===== src/rtl/wallace_multiplier_16bit_by_16bit.sv =====
// wallace_multiplier_16bit_by_16bit: unsigned 16x16 -> 32 multiplier, Wallace-tree reduction, registered product
// Ports:
//    clk     - sole clock, rising edge
//    rst     - synchronous active-high reset, clears every register
//    a       - 16-bit unsigned multiplicand
//    b       - 16-bit unsigned multiplier
//    product - 32-bit registered a*b
// Build option WALLACE_INPUT_REG_EN: registers a and b ahead of the tree (latency 2 instead of 1).
module wallace_multiplier_16bit_by_16bit (
   input  logic        clk,
   input  logic        rst,
   input  logic [15:0] a,
   input  logic [15:0] b,
   output logic [31:0] product
);
   logic [15:0] w_a, w_b;
   logic [31:0] w_row0, w_row1, w_sum;
   logic [31:0] r_product;
`ifdef WALLACE_INPUT_REG_EN
   logic [15:0] r_a, r_b;
   always_ff @(posedge clk)
      if (rst) begin
         r_a <= '0;
         r_b <= '0;
      end else begin
         r_a <= a;
         r_b <= b;
      end
   assign w_a = r_a;
   assign w_b = r_b;
`else
   assign w_a = a;
   assign w_b = b;
`endif
   // Each column is a bit bag: cur[c] holds h[c] bits of weight 2^c packed from bit 0.
   // A stage rebuilds every column from groups of three (full adder), a leftover pair
   // (half adder) or a lone bit (pass-through); stages stop once no column exceeds two bits.
   always_comb begin
      logic [31:0] cur [32];
      logic [31:0] nxt [32];
      logic [4:0]  h   [32];
      logic [4:0]  nh  [32];
      logic [4:0]  k;
      logic        done, x0, x1, x2;
      for (int c = 0; c < 32; c++) begin
         cur[c] = '0;
         nxt[c] = '0;
         h[c]   = '0;
         nh[c]  = '0;
      end
      k    = '0;
      done = 1'b0;
      x0   = 1'b0;
      x1   = 1'b0;
      x2   = 1'b0;
      for (int i = 0; i < 16; i++)
         for (int j = 0; j < 16; j++) begin
            cur[i+j][h[i+j]] = w_a[j] & w_b[i];
            h[i+j] = h[i+j] + 5'd1;
         end
      for (int s = 0; s < 8; s++) begin
         done = 1'b1;
         for (int c = 0; c < 32; c++)
            if (h[c] > 5'd2) done = 1'b0;
         if (!done) begin
            for (int c = 0; c < 32; c++) begin
               nxt[c] = '0;
               nh[c]  = '0;
            end
            for (int c = 0; c < 32; c++)
               for (int g = 0; g < 6; g++) begin
                  k  = 5'(3 * g);
                  x0 = cur[c][k];
                  x1 = cur[c][k+5'd1];
                  x2 = cur[c][k+5'd2];
                  if (k + 5'd2 < h[c]) begin
                     nxt[c][nh[c]] = x0 ^ x1 ^ x2;
                     nh[c] = nh[c] + 5'd1;
                     // carries out of column 31 are zero for any 16x16 product
                     if (c < 31) begin
                        nxt[c+1][nh[c+1]] = (x0 & x1) | (x2 & (x0 ^ x1));
                        nh[c+1] = nh[c+1] + 5'd1;
                     end
                  end else if (k + 5'd1 < h[c]) begin
                     nxt[c][nh[c]] = x0 ^ x1;
                     nh[c] = nh[c] + 5'd1;
                     if (c < 31) begin
                        nxt[c+1][nh[c+1]] = x0 & x1;
                        nh[c+1] = nh[c+1] + 5'd1;
                     end
                  end else if (k < h[c]) begin
                     nxt[c][nh[c]] = x0;
                     nh[c] = nh[c] + 5'd1;
                  end
               end
            for (int c = 0; c < 32; c++) begin
               cur[c] = nxt[c];
               h[c]   = nh[c];
            end
         end
      end
      for (int c = 0; c < 32; c++) begin
         w_row0[c] = cur[c][0];
         w_row1[c] = cur[c][1];
      end
   end
   // final carry-propagate adder; carry out of bit 31 is dropped
   assign w_sum = w_row0 + w_row1;
   always_ff @(posedge clk)
      if (rst) r_product <= '0;
      else     r_product <= w_sum;
   assign product = r_product;
endmodule


===== config.mk =====
export PLATFORM = sky130hd
export DESIGN_NAME = wallace_multiplier_16bit_by_16bit
export DESIGN_NICKNAME = d
export VERILOG_FILES = /design/src/rtl/wallace_multiplier_16bit_by_16bit.sv
export SDC_FILE = /design/constraint.sdc
export NUM_CORES = 1
export LEC_CHECK = 0
export CAP_MARGIN = 0
export CORE_UTILIZATION = 60
export CTS_BUF_LIST = sky130_fd_sc_hd__clkbuf_8
export DETAILED_ROUTE_END_ITERATION = 12
export GPL_TIMING_DRIVEN = 0
export PLACE_DENSITY = 0.81
export SETUP_SLACK_MARGIN = 0.5
export SLEW_MARGIN = 5
export SYNTH_ARGS = -nofsm -noshare
export SYNTH_HDL_FRONTEND = slang
export SYNTH_SLANG_ARGS = --single-unit

===== constraint.sdc =====
create_clock -name clk -period 7.41 [get_ports clk]
set_clock_uncertainty 0.2 [all_clocks]
set_input_delay 1.482 -clock clk [delete_from_list [all_inputs] [get_ports clk]]
set_output_delay 1.482 -clock clk [all_outputs]
set_load 0.005 [all_outputs]

Word level (Yosys, flattened, before mapping):

Cells that the tools add are included.

* word-level logic and storage cells: 1391
* bits in read-only memories: 0
* memories kept: 0
* bits of input ports: 34
* bits in registers: 32
* output and inout port bits: 32
* bits in latches: 0
* RAM bits: 0

* div/mod/pow operators: 0
* multiplexer cells: 0
* bitwise gates (word level): 1389
* equality and inequality tests: 0
* multiply operators: 0
* reduce and logical (&&, ||, !) cells: 0
* shift-type cells: 0
* $lt $le $gt $ge: 0
* add/subtract/negate cells: 1

Operator list (number)
* 1-bit bitwise AND: 723
* 1-bit bitwise XOR: 470
* 1-bit bitwise OR: 196
* 32-bit adder: 1

Logic depth before layout (Yosys ltp):

* word-level depth: 20
* gate-level depth with buffers: 22
* mapped depth without buffers: 20

Worst setup path after synthesis:

OpenSTA, ideal clock, no wires.

* kind: input to register
* start: input port b[3]
* end: register r_product[29], in the netlist product[29]
* library setup time: 123 ps
* buffers on the path: 2
* required time: 7087 ps
* path slack: 472 ps
* arrival: 6614 ps
* stages on the path: 21
* path through: clkbuf_1 nand2_1 fa_1 inv_1 fa_1 inv_1 fa_1 fa_1 inv_1 fa_1 inv_1 fa_1 inv_1 ha_1 buf_2 nand4_1 o221ai_1 a21oi_2 o31ai_4 a221oi_2 mux2_1

* longest elaborated chain between the ends: 20
* elaborated cells on any way between the ends: 565
* those cells by class: add/sub: 1; bitwise: 564

RTL lines
* start: declaration: RTL line 13 `input logic [15:0] b,`
* 1-bit bitwise AND: RTL line 58 `cur[i+j][h[i+j]] = w_a[j] & w_b[i];`
* 1-bit bitwise XOR
* 1-bit bitwise AND: RTL line 81 `nxt[c+1][nh[c+1]] = (x0 & x1) | (x2 & (x0 ^ x1));`
* 1-bit bitwise OR: RTL line 81
* 1-bit bitwise XOR, on equally long branches
* 1-bit bitwise AND: RTL line 81
* 1-bit bitwise OR: RTL line 81
* 1-bit bitwise XOR, on equally long branches
* (+4 left out)
* 1-bit bitwise OR: RTL line 81
* 1-bit bitwise XOR, on equally long branches
* 1-bit bitwise AND: RTL line 81
* 1-bit bitwise OR: RTL line 81
* 1-bit bitwise XOR, on equally long branches
* 1-bit bitwise AND: RTL line 81
* 1-bit bitwise OR: RTL line 81
* 32-bit adder (*): RTL line 108 `assign w_sum = w_row0 + w_row1;`
* end signal: assignment: RTL line 111 `else r_product <= w_sum;`
* end: declaration: RTL line 18 `logic [31:0] r_product;`

Every way passes the cells marked *; elsewhere a longest branch is shown, timed or not.
A chain may end at the register's enable or synchronous reset.

Worst setup path in the final report:

* start: input port b[14]
* end: register r_product[29], in the netlist product[29]

* longest elaborated chain between the ends: 19
* elaborated cells on any way between the ends: 430
* those cells by class: add/sub: 1; bitwise: 429

RTL lines (RTL line)
* 1-bit bitwise AND: 58
* 1-bit bitwise AND: 81
* 1-bit bitwise OR: 81
* 1-bit bitwise XOR: 77, 81
* 1-bit bitwise AND: 81
* 1-bit bitwise OR: 81
* 1-bit bitwise XOR: 77, 81
* 1-bit bitwise AND: 81
* (+3 left out)
* 1-bit bitwise OR: 81
* 1-bit bitwise XOR: 77, 81
* 1-bit bitwise AND: 81
* 1-bit bitwise OR: 81
* 1-bit bitwise XOR
* 1-bit bitwise AND: 81
* 1-bit bitwise OR: 81
* 32-bit adder (*): 108

Marks and branches as above.

==> impl_metrics.toml <==
[outcome]
status = "finished, violations left"
violations = "DRC"

[global_route]
antenna_found_initial = 0
grt_pass1_vias = 7613
grt_max_degree = 11
track_usage_pct = 31.31
grt_pass1_wl_um = 37780
overflow = 0

[layout]
drive_above_1_share_pct = 12.75
n_fill_cell = 1053
nets = 1434
diodes = 0
area_growth_syn_to_layout_pct = 17.04
multi_input_area_um2 = 7646
largest_reg_flops = 32
ff_latch_area_um2 = 640.6

[placed_design]
io_buffers = 65
preCtsSetupSlack_ps = -788.6
place.gp.congestion = 0.9476
dp_hpwl_um = 18530

[sta]
hold_violations = 0
fin_ws_ps = 577.5
period_share_pct = 92.21
slew-limit-headroom_pct = 58.81
setup_viol = 0
min_period_ps = 6832
tightest_slew_ps = 617.9
drv_slew = 0
fmax_mhz = 146.4
rsz0062_at_grt = "yes"

[drt]
drc_errors = 4
drtAntennaViolNets = 0
wl_per_cell_um = 18.17
totalWireLength_um = 23440
first_pass_iters = 10
viasPerCell = 5.661
via_count = 7303
first_iter_violations = 531

[synth]
synth_top_area_share_pct = 43.50
yosysSeqAreaShare_pct = 7.030
synthTopCellsByCount = "inv_1 (203), fa_1 (198), nand2_1 (152)"
yosys.area_share.simple_pct = 18.30
synthFlopType = "dfxtp_1"
syn_area_per_cell_um2 = 9.094
netlist_instances = 1002
synth_area_leader_cell = "fa_1"
ys_types = 41
synthMuxAreaShare_pct = 1.112
ys.warnings.count = 0
synthesis.area_um2 = 9112
yosys.area_share.adder_pct = 56.82
synth_nets = 1331
synth-seq-cells = 32
netlist_top_cells_area = "fa_1 (43%), ha_1 (13%), inv_1 (8.4%)"
yosysMostFrequentCell = "inv_1"
synth_compound_area_share_pct = 5.012
synth_edf_count = 0
synth_xor_xnor_area_share_pct = 1.538
synth_top_family_by_area = "adder cells"
async_flop_share_pct = 0

[clock_network]
clk_pin_slew_ps = 60
numCtsBuffers = 5
cts_max_path_buffers = 2
cts_hold_buffers = 0
root_buffer = "clkbuf_8"
clkSinkCount = 32
cts_tree = "yes"
htreeDepth = 2

[critical_path]
worst_setup_path_end_kind = "register"
crit_start = "b[14]"
endpoint = "product[29]"
start_kind = "primary input"
cp_max_fo = 9
required_ps = 7380
critPathKind = "primary input to register"
arrival_ps = 6810

[hold_path]
min_path_type = "primary input to register"

[run]
max-cap-violations = 0

[floorplanning]
core_um2 = 14700
start_util_pct = 61.99
row_count = 44
die_area_um2 = 15680
dieWidth_um = 125.2
ios = 66
die_h_um = 125.2
worst max-delay path: stages:
cell and delay (ps):
buf_2 170, clkbuf_8 170, and2_1 150, fa_1 530, inv_1 60, fa_1 550, inv_1 70, fa_2 410
fa_1 470, fa_1 570, fa_1 430, ha_1 280, buf_2 190, nand4_1 200, o221ai_2 150, a21oi_2 220
o31ai_4 90, a221oi_2 260, mux2_1 350
metal layers:
metal / up-vias / global-route usage (%) / share of wire, %
li1: 3195 / - / -
met1: 3606 / 38.95 / 37
met2: 396 / 52.28 / 50
met3: 106 / 5.306 / 8.3
met4: 0 / 17.22 / 5.4
met5: - / 0 / 0
worst min path at each step:
stage,to,startpoint,cells past startpoint,slack [ps]
after floorplan,product[30],rst,2,1510
after global placement,product[0],product[0],1,1980
after detailed placement,product[0],product[0],1,1980
after CTS,product[1],b[1],4,1610
after global routing,product[0],a[0],4,1510
final,product[0],a[0],4,1510
cell usage in the layout (no fill, tap or decap), types with 3 or more instances in the layout:
| cell | instances |
|---|---|
| and2_1 | 120 |
| buf_4 | 36 |
| a21oi_2 | 6 |
| clkbuf_2 | 6 |
| a21oi_1 | 14 |
| a21o_1 | 8 |
| buf_8 | 10 |
| nand3_1 | 4 |
| buf_2 | 16 |
| nor3_1 | 3 |
| xnor2_1 | 10 |
| clkdlybuf4s50_1 | 33 |
| clkdlybuf4s15_2 | 4 |
| clkbuf_1 | 4 |
| o21ai_0 | 9 |
| clkbuf_4 | 5 |
| nand4_1 | 7 |
| nand2_1 | 152 |
| nor2_1 | 35 |
| inv_1 | 205 |
| nor2b_1 | 17 |
| xor2_1 | 6 |
| fa_1 | 191 |
| ha_1 | 94 |
| dfxtp_1 | 32 |
| mux2_1 | 6 |
| clkbuf_8 | 26 |
| mux2_2 | 3 |
| fa_2 | 7 |
through the flow:
step	utilization, %	cell area (um2)	std cells	setup TNS [ps]	hold slack, ps
after detailed placement	68.00	9996	1251	-8191	1980
after floorplan	-	9115	1002	0	1508
after global placement	68.00	9996	1251	-7461	1981
final	72.56	10670	1290	0	1505
after global routing	72.56	10670	1290	0	1512
after CTS	72.03	10590	1282	0	1609
timing repair:
item,4_1_cts,5_1_grt
gates resized for setup,224,63
pin swaps,4,13
buffers inserted,23,8
setup endpoints to repair,18,11
endpoints found under the hold margin,0,0
kinds of logic after synthesis:
group,Yosys count
buf+inv,245
compound gates,62
fa+ha+maj,295
mux,9
flops,32
xor+xnor,16
simple gates,343
cell type report:
class | instances | area share (%)
buffer | 42 | 4.622
clock buffer | 6 | 0.7743
clock inverter | 2 | 0.07039
inverter | 203 | 7.145
multi-input combinational | 725 | 71.69
sequential | 32 | 6.007
tap | 184 | 2.159
timing repair buffer | 96 | 7.532
Power is left out: the tool's default activity adds up to more than one toggle a clock period on the data nets, which glitch-free logic cannot reach.
